$ cat config.mk
export PLATFORM = sky130hd
export DESIGN_NAME = lcd_init_sequencer
export DESIGN_NICKNAME = d
export VERILOG_FILES = /design/src/rtl/lcd_pkg.sv /design/src/rtl/lcd_delay_counter.sv /design/src/rtl/lcd_init_sequencer.sv
export SDC_FILE = /design/constraint.sdc
export NUM_CORES = 1
export LEC_CHECK = 0
export CAP_MARGIN = 10
export CORE_MARGIN = 2
export CORE_UTILIZATION = 57
export DETAILED_ROUTE_END_ITERATION = 8
export PLACE_DENSITY = 0.84
export SLEW_MARGIN = 20
export SYNTH_ARGS = -nofsm -noshare
export SYNTH_HDL_FRONTEND = slang
export SYNTH_SLANG_ARGS = --single-unit
$ cat constraint.sdc
create_clock -name clk -period 3.9 [get_ports clk]
set_input_delay 0.975 -clock clk [delete_from_list [all_inputs] [get_ports clk]]
set_output_delay 0.975 -clock clk [all_outputs]
set_load 0.02 [all_outputs]
$ cat src/rtl/lcd_pkg.sv
// Shared definitions for the LCD init sequencer: FSM states, HD44780 command
// bytes, the power-on init ROM and default cycle counts for a 50 MHz clock.
package lcd_pkg;

    typedef enum logic [2:0] {
        PWR_WAIT,
        INIT_ISSUE,
        INIT_WAIT,
        INIT_DELAY,
        READY,
        REQ_ISSUE,
        REQ_WAIT,
        REQ_DELAY
    } lcd_state_t;

    localparam logic [7:0] LCD_CLEAR    = 8'h01;
    localparam logic [7:0] LCD_HOME     = 8'h02;
    localparam logic [7:0] LCD_HOME_ALT = 8'h03;  // DB0 is don't-care for return-home
    localparam logic [7:0] LCD_FUNC_SET = 8'h38;
    localparam logic [7:0] LCD_DISP_ON  = 8'h0C;
    localparam logic [7:0] LCD_ENTRY    = 8'h06;

    localparam logic [2:0] INIT_LAST = 3'd6;

    localparam int unsigned DEF_PWR_ON_CYCLES  = 750000;
    localparam int unsigned DEF_FIRST_CYCLES   = 205000;
    localparam int unsigned DEF_SHORT_CYCLES   = 5000;
    localparam int unsigned DEF_LONG_CYCLES    = 82000;
    localparam int unsigned DEF_TIMEOUT_CYCLES = 1000000;

    function automatic logic [7:0] init_rom(input logic [2:0] idx);
        case (idx)
            3'd0, 3'd1, 3'd2, 3'd3: return LCD_FUNC_SET;
            3'd4:                   return LCD_DISP_ON;
            3'd5:                   return LCD_CLEAR;
            3'd6:                   return LCD_ENTRY;
            default:                return 8'h00;
        endcase
    endfunction

    function automatic logic is_long_cmd(input logic rs, input logic [7:0] data);
        return !rs && (data == LCD_CLEAR || data == LCD_HOME || data == LCD_HOME_ALT);
    endfunction

endpackage

$ cat src/rtl/lcd_delay_counter.sv
// Free-running 32-bit cycle counter with synchronous clear and a terminal-count
// compare; tc pulses for one cycle because the owner clears on tc.
module lcd_delay_counter (
    input  logic        clk,
    input  logic        reset,
    input  logic        clear,
    input  logic        enable,
    input  logic [31:0] terminal,
    output logic        tc
);

    logic [31:0] count;

    // NOTE: sequential state uses non-blocking assignments so every register
    // samples pre-edge values regardless of block evaluation order.
    always_ff @(posedge clk) begin
        if (reset || clear) begin
            count <= '0;
        end else if (enable) begin
            count <= count + 32'd1;
        end
    end

    assign tc = enable && (count == terminal);

endmodule

$ cat src/rtl/lcd_init_sequencer.sv
// HD44780 command sequencer: power-on wait, fixed init sequence, then host
// bytes forwarded to the byte-write stage, each followed by its execution delay.
module lcd_init_sequencer
    import lcd_pkg::*;
#(
    parameter int unsigned PWR_ON_CYCLES  = DEF_PWR_ON_CYCLES,
    parameter int unsigned FIRST_CYCLES   = DEF_FIRST_CYCLES,
    parameter int unsigned SHORT_CYCLES   = DEF_SHORT_CYCLES,
    parameter int unsigned LONG_CYCLES    = DEF_LONG_CYCLES,
    parameter int unsigned TIMEOUT_CYCLES = DEF_TIMEOUT_CYCLES
) (
    input  logic       clk,
    input  logic       reset,
    input  logic       req_valid,
    output logic       req_ready,
    input  logic       req_rs,
    input  logic [7:0] req_data,
    output logic       init_done,
    output logic       busy,
    output logic       err,
    output logic       wr_start,
    output logic       wr_rs,
    output logic [7:0] wr_data,
    input  logic       wr_done
);

    lcd_state_t  state;
    logic [2:0]  init_idx;
    logic        in_wait;
    logic        counting;
    logic        cnt_clear;
    logic        tc;
    logic [31:0] terminal;

    function automatic logic [31:0] init_delay(input logic [2:0] idx);
        if (idx == 3'd0)                  return FIRST_CYCLES;
        if (is_long_cmd(1'b0, init_rom(idx))) return LONG_CYCLES;
        return SHORT_CYCLES;
    endfunction

    // NOTE: every variable written here gets a default first, so no path
    // through the case can leave it unassigned and infer a latch.
    always_comb begin
        in_wait  = (state == INIT_WAIT) || (state == REQ_WAIT);
        counting = in_wait || (state == PWR_WAIT) || (state == INIT_DELAY)
                   || (state == REQ_DELAY);
        terminal = '0;
        case (state)
            PWR_WAIT:            terminal = PWR_ON_CYCLES - 1;
            INIT_WAIT, REQ_WAIT: terminal = TIMEOUT_CYCLES - 1;
            INIT_DELAY:          terminal = init_delay(init_idx) - 1;
            REQ_DELAY:           terminal = is_long_cmd(wr_rs, wr_data) ? LONG_CYCLES - 1
                                                                        : SHORT_CYCLES - 1;
            default:             terminal = '0;
        endcase
    end

    // Clearing on every transition keeps each state's count starting at zero.
    assign cnt_clear = !counting || tc || (in_wait && wr_done);

    lcd_delay_counter u_delay (
        .clk      (clk),
        .reset    (reset),
        .clear    (cnt_clear),
        .enable   (counting),
        .terminal (terminal),
        .tc       (tc)
    );

    assign req_ready = (state == READY);
    assign busy      = !req_ready;

    always_ff @(posedge clk) begin
        if (reset) begin
            state     <= PWR_WAIT;
            init_idx  <= '0;
            init_done <= 1'b0;
            err       <= 1'b0;
            wr_start  <= 1'b0;
            wr_rs     <= 1'b0;
            wr_data   <= 8'h00;
        end else begin
            wr_start <= 1'b0;
            case (state)
                PWR_WAIT: if (tc) begin
                    state    <= INIT_ISSUE;
                    wr_start <= 1'b1;
                    wr_rs    <= 1'b0;
                    wr_data  <= init_rom(init_idx);
                end
                INIT_ISSUE: state <= INIT_WAIT;
                INIT_WAIT: if (wr_done || tc) begin
                    // wr_done wins over a coincident timeout
                    if (!wr_done) err <= 1'b1;
                    state <= INIT_DELAY;
                end
                INIT_DELAY: if (tc) begin
                    if (init_idx == INIT_LAST) begin
                        state     <= READY;
                        init_done <= 1'b1;
                    end else begin
                        init_idx <= init_idx + 3'd1;
                        state    <= INIT_ISSUE;
                        wr_start <= 1'b1;
                        wr_rs    <= 1'b0;
                        wr_data  <= init_rom(init_idx + 3'd1);
                    end
                end
                READY: if (req_valid) begin
                    state    <= REQ_ISSUE;
                    wr_start <= 1'b1;
                    wr_rs    <= req_rs;
                    wr_data  <= req_data;
                end
                REQ_ISSUE: state <= REQ_WAIT;
                REQ_WAIT: if (wr_done || tc) begin
                    if (!wr_done) err <= 1'b1;
                    state <= REQ_DELAY;
                end
                REQ_DELAY: if (tc) state <= READY;
                default: state <= PWR_WAIT;
            endcase
        end
    end

endmodule

* Word level (Yosys, flattened, before mapping)
Cells that the tools add are included. Widths: inputs -> output; s select.
Storage, ports and cells: logic and storage cells 115, output and inout bits 14, bits in registers 50
Operators by class: muxes and demuxes 39, add/subtract/negate cells 3, equal/unequal tests 33, reductions and logical operators 30, bitwise gates (word level) 2
Operators by type and width (number):
- $mux 32 | 5
- $pmux 32 s4 | 1
- $mux 8 | 6
- $pmux 6 s4 | 2
- $add 32x1->32 const B | 1
- $eq 32x32->1 | 1
- $eq 8x2->1 const B | 4
- $sub 32x1->32 const B | 1
- $eq 3x3->1 const B | 10
- $pmux 3 s8 | 1
- $pmux 8 s3 | 1
- $mux 3 | 7
- $eq 3x2->1 const B | 6
- $mux 17 | 1
- $eq 8x1->1 const B | 2
- $mux 1 | 13
- $logic_or 1x1->1 | 12
- $ne 2x2->1 const B | 5
- $eq 3x1->1 const B | 3
- $logic_not 3->1 | 3
- $reduce_and 3->1 | 3
- $reduce_or 4->1 | 2
- $pmux 1 s3 | 2
- $reduce_and 6->1 | 1
- 8 further kinds | 14

* Depth between registers and ports, before layout
depth in word-level cells 21, mapped depth 12, mapped depth without buffers 10

* Cells and area by module
Synthesis repeated with hierarchy kept, for this count alone.
Unflattened totals: cell total of the unflattened synthesis 377, area, all modules 3054.2 um^2
By module, submodules not included:
- lcd_delay_counter | times used 1, area each 1923.1 um^2, cells each 232, seq. area each 640.6 um^2
- lcd_init_sequencer | times used 1, area each 1131.1 um^2, cells each 145, seq. area each 360.3 um^2

* Worst setup path after synthesis
OpenSTA, ideal clock, no wires.
path kind register -> register, from register init_idx[2], to register wr_data[0], required time 3.770 ns, data arrival time 2.673 ns, path buffers 2, stages on the path, launching flop included 13, setup time 0.130 ns, period minus slack after synthesis 2.803 ns, slack 1.097 ns, path through dfxtp_1 -> clkbuf_1 -> inv_1 -> ha_1 -> nand3b_1 -> o41ai_1 -> a21oi_1 -> mux2_2 -> nor4_4 -> a21oi_2 -> buf_6 -> a311oi_2 -> nor3_2
Between the ends: longest elaborated chain between the ends 20
Ends and longest elaborated chain:
- start, declared | RTL line lcd_init_sequencer.sv:28 | logic [2:0] init_idx;
- start signal, assigned | RTL line lcd_init_sequencer.sv:102 | init_idx <= init_idx + 3'd1;
- $eq 3x1->1, or another cell as far along | RTL line lcd_pkg.sv:32 | case (idx)
- $reduce_or 4->1 | RTL line lcd_pkg.sv:32
- $pmux 6 s4 | RTL line lcd_pkg.sv:32
- $mux 8 | RTL line lcd_init_sequencer.sv:37 | if (is_long_cmd(1'b0, init_rom(idx))) return LONG_CYCLES;
- $mux 8 | RTL line lcd_init_sequencer.sv:48 | case (state)
- $eq 8x1->1 / $eq 8x2->1 (equally long branches) | RTL line lcd_pkg.sv:42 | return !rs && (data == LCD_CLEAR || data == LCD_HOME || data == LCD_HOME_ALT);
- $logic_or 1x1->1 (2 in series) | RTL line lcd_pkg.sv:42
- $mux 1 (2 in series) | RTL line lcd_init_sequencer.sv:37
- [2 not listed]
- $mux 32 | RTL line lcd_init_sequencer.sv:37
- $mux 32 | RTL line lcd_init_sequencer.sv:48
- $sub 32x1->32 | RTL line lcd_init_sequencer.sv:51 | INIT_DELAY: terminal = init_delay(init_idx) - 1;
- $pmux 32 s4 | RTL line lcd_init_sequencer.sv:48
- $eq 32x32->1 | RTL line lcd_delay_counter.sv:24 | assign tc = enable && (count == terminal);
- $logic_and 1x1->1 | RTL line lcd_delay_counter.sv:24
- $ne 2x2->1 (no source line)
- $reduce_and 5->1 (no source line)
- end signal, assigned | RTL line lcd_init_sequencer.sv:89 | wr_data <= init_rom(init_idx);
- end signal, assigned | RTL line lcd_init_sequencer.sv:106 | wr_data <= init_rom(init_idx + 3'd1);
- end signal, assigned | RTL line lcd_init_sequencer.sv:113 | wr_data <= req_data;
- end, declared | RTL line lcd_init_sequencer.sv:23 | output logic [7:0] wr_data,
Parallel ways exist; a longest one is shown, timed or not. The select of a mux whose other input is x is not followed. A chain may end at the register's enable or synchronous reset.

* Worst setup path after layout
from register init_idx[2], to register wr_data[4]
Same word-level chain as after synthesis.

==> results.sh <==
export IMPL_cp_required_ns=4.12
export IMPL_layout_nets=392
export IMPL_ir_drop_mv=0.250
export IMPL_status="complete, no violations"
export IMPL_ant_nets=0
export IMPL_synth_top_cell_area_share_pct=35.1
export IMPL_root_buffer="clkbuf_8"
export IMPL_cp_start_kind="register"
export IMPL_post_route_util_pct=67.6
export IMPL_die_area_um2=5580
export IMPL_synth_area_um2=2850
export IMPL_placed_area_um2=3140
export IMPL_synthAdderAreaFrac_pct=3.07
export IMPL_yosys_cell_types_count=58
export IMPL_synth_top_family_by_area="simple AND/OR/NAND/NOR gates"
export IMPL_fp_dieH_um=74.7
export IMPL_cts_setup_buffers=0
export IMPL_routed_wl_um=6450
export IMPL_clock_path_buffers=2
export IMPL_period_minus_slack_ns=3.39
export IMPL_period_share_pct=86.9
export IMPL_synth_avg_cell_area_um2=8.06
export IMPL_yosys_top_cells_count="68 x nor2_1, 50 x dfxtp_1, 30 x nand2_1, 19 x xor2_1"
export IMPL_critical_path_class="reg -> reg"
export IMPL_switchingPower_mw=0.193
export IMPL_tightest_slew_ns=0.636
export IMPL_postCtsHoldBufs=0
export IMPL_drc_errors=0
export IMPL_synth_edff_count=0
export IMPL_synth_nets=374
export IMPL_drv_cap=0
export IMPL_ios=27
export IMPL_critPathTopFamily="compound AO/OA/AOI/OAI gates"
export IMPL_hold_violations=0
export IMPL_clk_latency_ns=0.31
export IMPL_synth_compound_area_share_pct=15.2
export IMPL_htree_levels=2
export IMPL_synth_area_top_cells="dfxtp_1 35%, nor2_1 9.0%, xor2_1 5.8%, xnor2_1 4.0%, nand2_1 3.9%"
export IMPL_synthArstFlopShare_pct=0
export IMPL_slowest_delay_ns=0.52
export IMPL_post_cts_resized=0
export IMPL_crit_arrival_ns=3.61
export IMPL_rows=25
export IMPL_path_cells="inv_1 > ha_1 > nand3b_1 > o41ai_1 > a2111oi_0 > a211o_1 > and2_1 > a21oi_2 > nor2_1 > a221oi_2"
export IMPL_portBuffers=26
export IMPL_grt_usage_pct=24.8
export IMPL_fillers=408
export IMPL_synth_xor_area_share_pct=9.83
export IMPL_ys_seq_elements=50
export IMPL_drive_above_1_share_pct=5.90
export IMPL_area_delta_synth_final_pct=13.4
export IMPL_worstRegToRegCells=10
export IMPL_clkPwrFrac_pct=36.4
export IMPL_setup_violations=0
export IMPL_yosysWarnings=0
export IMPL_wire_per_inst_um=14.7
export IMPL_core_um2=4790
export IMPL_crit_path_top_delay_cell="dfxtp_1"
export IMPL_rsz0062_at_grt="false"
export IMPL_cts_buffers_inserted=5
export IMPL_grt_pass1_vias=2292
export IMPL_routabilityCongestion=0.920
export IMPL_dr_total_vias=2562
export IMPL_maxSlewViolCount=0
export IMPL_grt_antenna_before_repair=0
export IMPL_max_freq_ghz=0.295
export IMPL_fin_ws_ns=0.509
export IMPL_switching_share_pct=22.3
export IMPL_p_int_mw=0.672
export IMPL_p_leak_nw=1.18
export IMPL_tns_ns=0
export IMPL_min_from="wr_data[4]$_SDFFE_PP0P_"
export IMPL_grt_max_degree=32
export IMPL_via_per_inst=5.82
export IMPL_r2r_start="init_idx[2]$_SDFFE_PP0P_"
export IMPL_clock_sinks=50
export IMPL_worst_hold_path_num_cells=2
export IMPL_antennaDiodeCount=0
export IMPL_dpl_hpwl_um=4600
export IMPL_synth_flop_cell="dfxtp_1"
export IMPL_endpoint_kind="register"
export IMPL_power_frac_seq_pct=59.9
export IMPL_clk_pin_slew_ns=0.09
export IMPL_hold_class="reg -> reg"
export IMPL_fin_area_um2=3230
export IMPL_synthCells=354
export IMPL_pwr_share_comb_pct=3.8
export IMPL_worst_path_max_fanout=12
export IMPL_cts_tree="built"
export IMPL_synth_seq_area_share_pct=35.1
export IMPL_yosys_area_top_type="dfxtp_1"
export IMPL_grt_overflow=0
export IMPL_power_density_nw_per_um2=268
export IMPL_synthMuxAreaShare_pct=2.19
export IMPL_start_util_pct=59.6
export IMPL_die_w_um=74.7
export IMPL_hold_end="wr_data[4]$_SDFFE_PP0P_"
export IMPL_r2r_end="wr_data[4]$_SDFFE_PP0P_"
export IMPL_synth_simple_gate_area_share_pct=30.0
export IMPL_cp_num_buf_inv=1
export IMPL_pre_cts_slack_ns=0.604
export IMPL_power_mw=0.865
export IMPL_grt_pass1_wl_um=10700
export IMPL_drt_iter0_drc=240
export IMPL_maxSlewHeadroom_pct=57.6
export IMPL_regToRegSetupSlack_ns=0.51
export IMPL_yosysMostFrequentCell="nor2_1"
export IMPL_skew_ns=0.00780
export IMPL_firstDrtPassIters=5
-- placed cells by master, fill, tap and decap left out, types with 4 or more instances in the layout --
cell type and instances:
and3_1 9, nor3_1 8, a21oi_1 9, nor4_1 6, nor2_1 68, clkdlybuf4s50_1 26, nand2_1 30, xnor2_1 13
xor2_1 19, inv_1 13, nand3_1 10, ha_1 7, clkbuf_8 6, o21ai_0 5, dfxtp_1 50, nand4_1 12
nor2b_1 6, mux2i_1 4, nand2b_1 6
-- per-layer routing --
metal	global-route usage [%]	up-vias	routed length [um]
met5	0	-	0
met4	9.33	0	119
met3	4.69	14	348
met2	37.4	78	2930
met1	35.3	1195	3050
li1	-	1275	-
-- per-stage QoR --
stage | std cells | hold slack (ns)
final | 440 | 0.482
after global routing | 440 | 0.506
after CTS | 440 | 0.484
after detailed placement | 432 | 0.458
after global placement | 432 | 0.460
after floorplan | 354 | 0.448
-- power groups by stage --
stage / clock [mW] / combinational, mW / sequential [mW]
2_1_floorplan: 0 / 0.0157 / 0.528
3_3_place_gp: 0 / 0.0322 / 0.530
3_5_place_dp: 0 / 0.0325 / 0.530
4_1_cts: 0.323 / 0.0326 / 0.518
5_1_grt: 0.349 / 0.0359 / 0.518
6_report: 0.315 / 0.0325 / 0.518
-- area by class of cell --
| type | instances | area (um2) | area share (%) |
|---|---|---|---|
| multi-input cells | 272 | 1720 | 53.2 |
| flip-flops and latches | 50 | 1000 | 30.9 |
| repair buffers | 29 | 283 | 8.74 |
| well taps | 67 | 83.8 | 2.59 |
| clock buffers | 6 | 82.6 | 2.55 |
| inverters | 14 | 52.6 | 1.62 |
| clock inverters | 2 | 12.5 | 0.387 |
-- how the worst max path moves through the flow --
| stage | startpoint | end | slack [ns] | cells after the start |
|---|---|---|---|---|
| finish | init_idx[2]$_SDFFE_PP0P_ | wr_data[4]$_SDFFE_PP0P_ | 0.51 | 10 |
| global route | init_idx[2]$_SDFFE_PP0P_ | wr_data[4]$_SDFFE_PP0P_ | 0.29 | 10 |
| CTS | init_idx[2]$_SDFFE_PP0P_ | wr_data[4]$_SDFFE_PP0P_ | 0.57 | 10 |
| detailed placement | init_idx[2]$_SDFFE_PP0P_ | wr_data[4]$_SDFFE_PP0P_ | 0.60 | 10 |
| global placement | init_idx[2]$_SDFFE_PP0P_ | wr_data[4]$_SDFFE_PP0P_ | 0.64 | 10 |
| floorplan | init_idx[2]$_SDFFE_PP0P_ | wr_data[0]$_SDFFE_PP0P_ | 1.10 | 12 |
-- state kept, by name (all words and copies together) (netlist names) --
signal,count
init_idx,3
wr_data,8
wr_rs,1
u_delay.count,32
state,3
init_done,1
wr_start,1
err,1
-- cell families (layout without fill, tap and decap cells) --
kind of cell | after synthesis | count (layout)
simple gates | 173 | 173
buf+inv | 32 | 51
flops | 50 | 50
mux | 6 | 6
compound gates | 54 | 54
xor+xnor | 32 | 32
fa+ha+maj | 7 | 7
-- tightest hold or removal path, cell delays in order, from the launching register on --
cell	delay [ns]
dfxtp_1	0.33
inv_1	0.06
a221oi_2	0.05
Power figures use the tool's default switching activity.
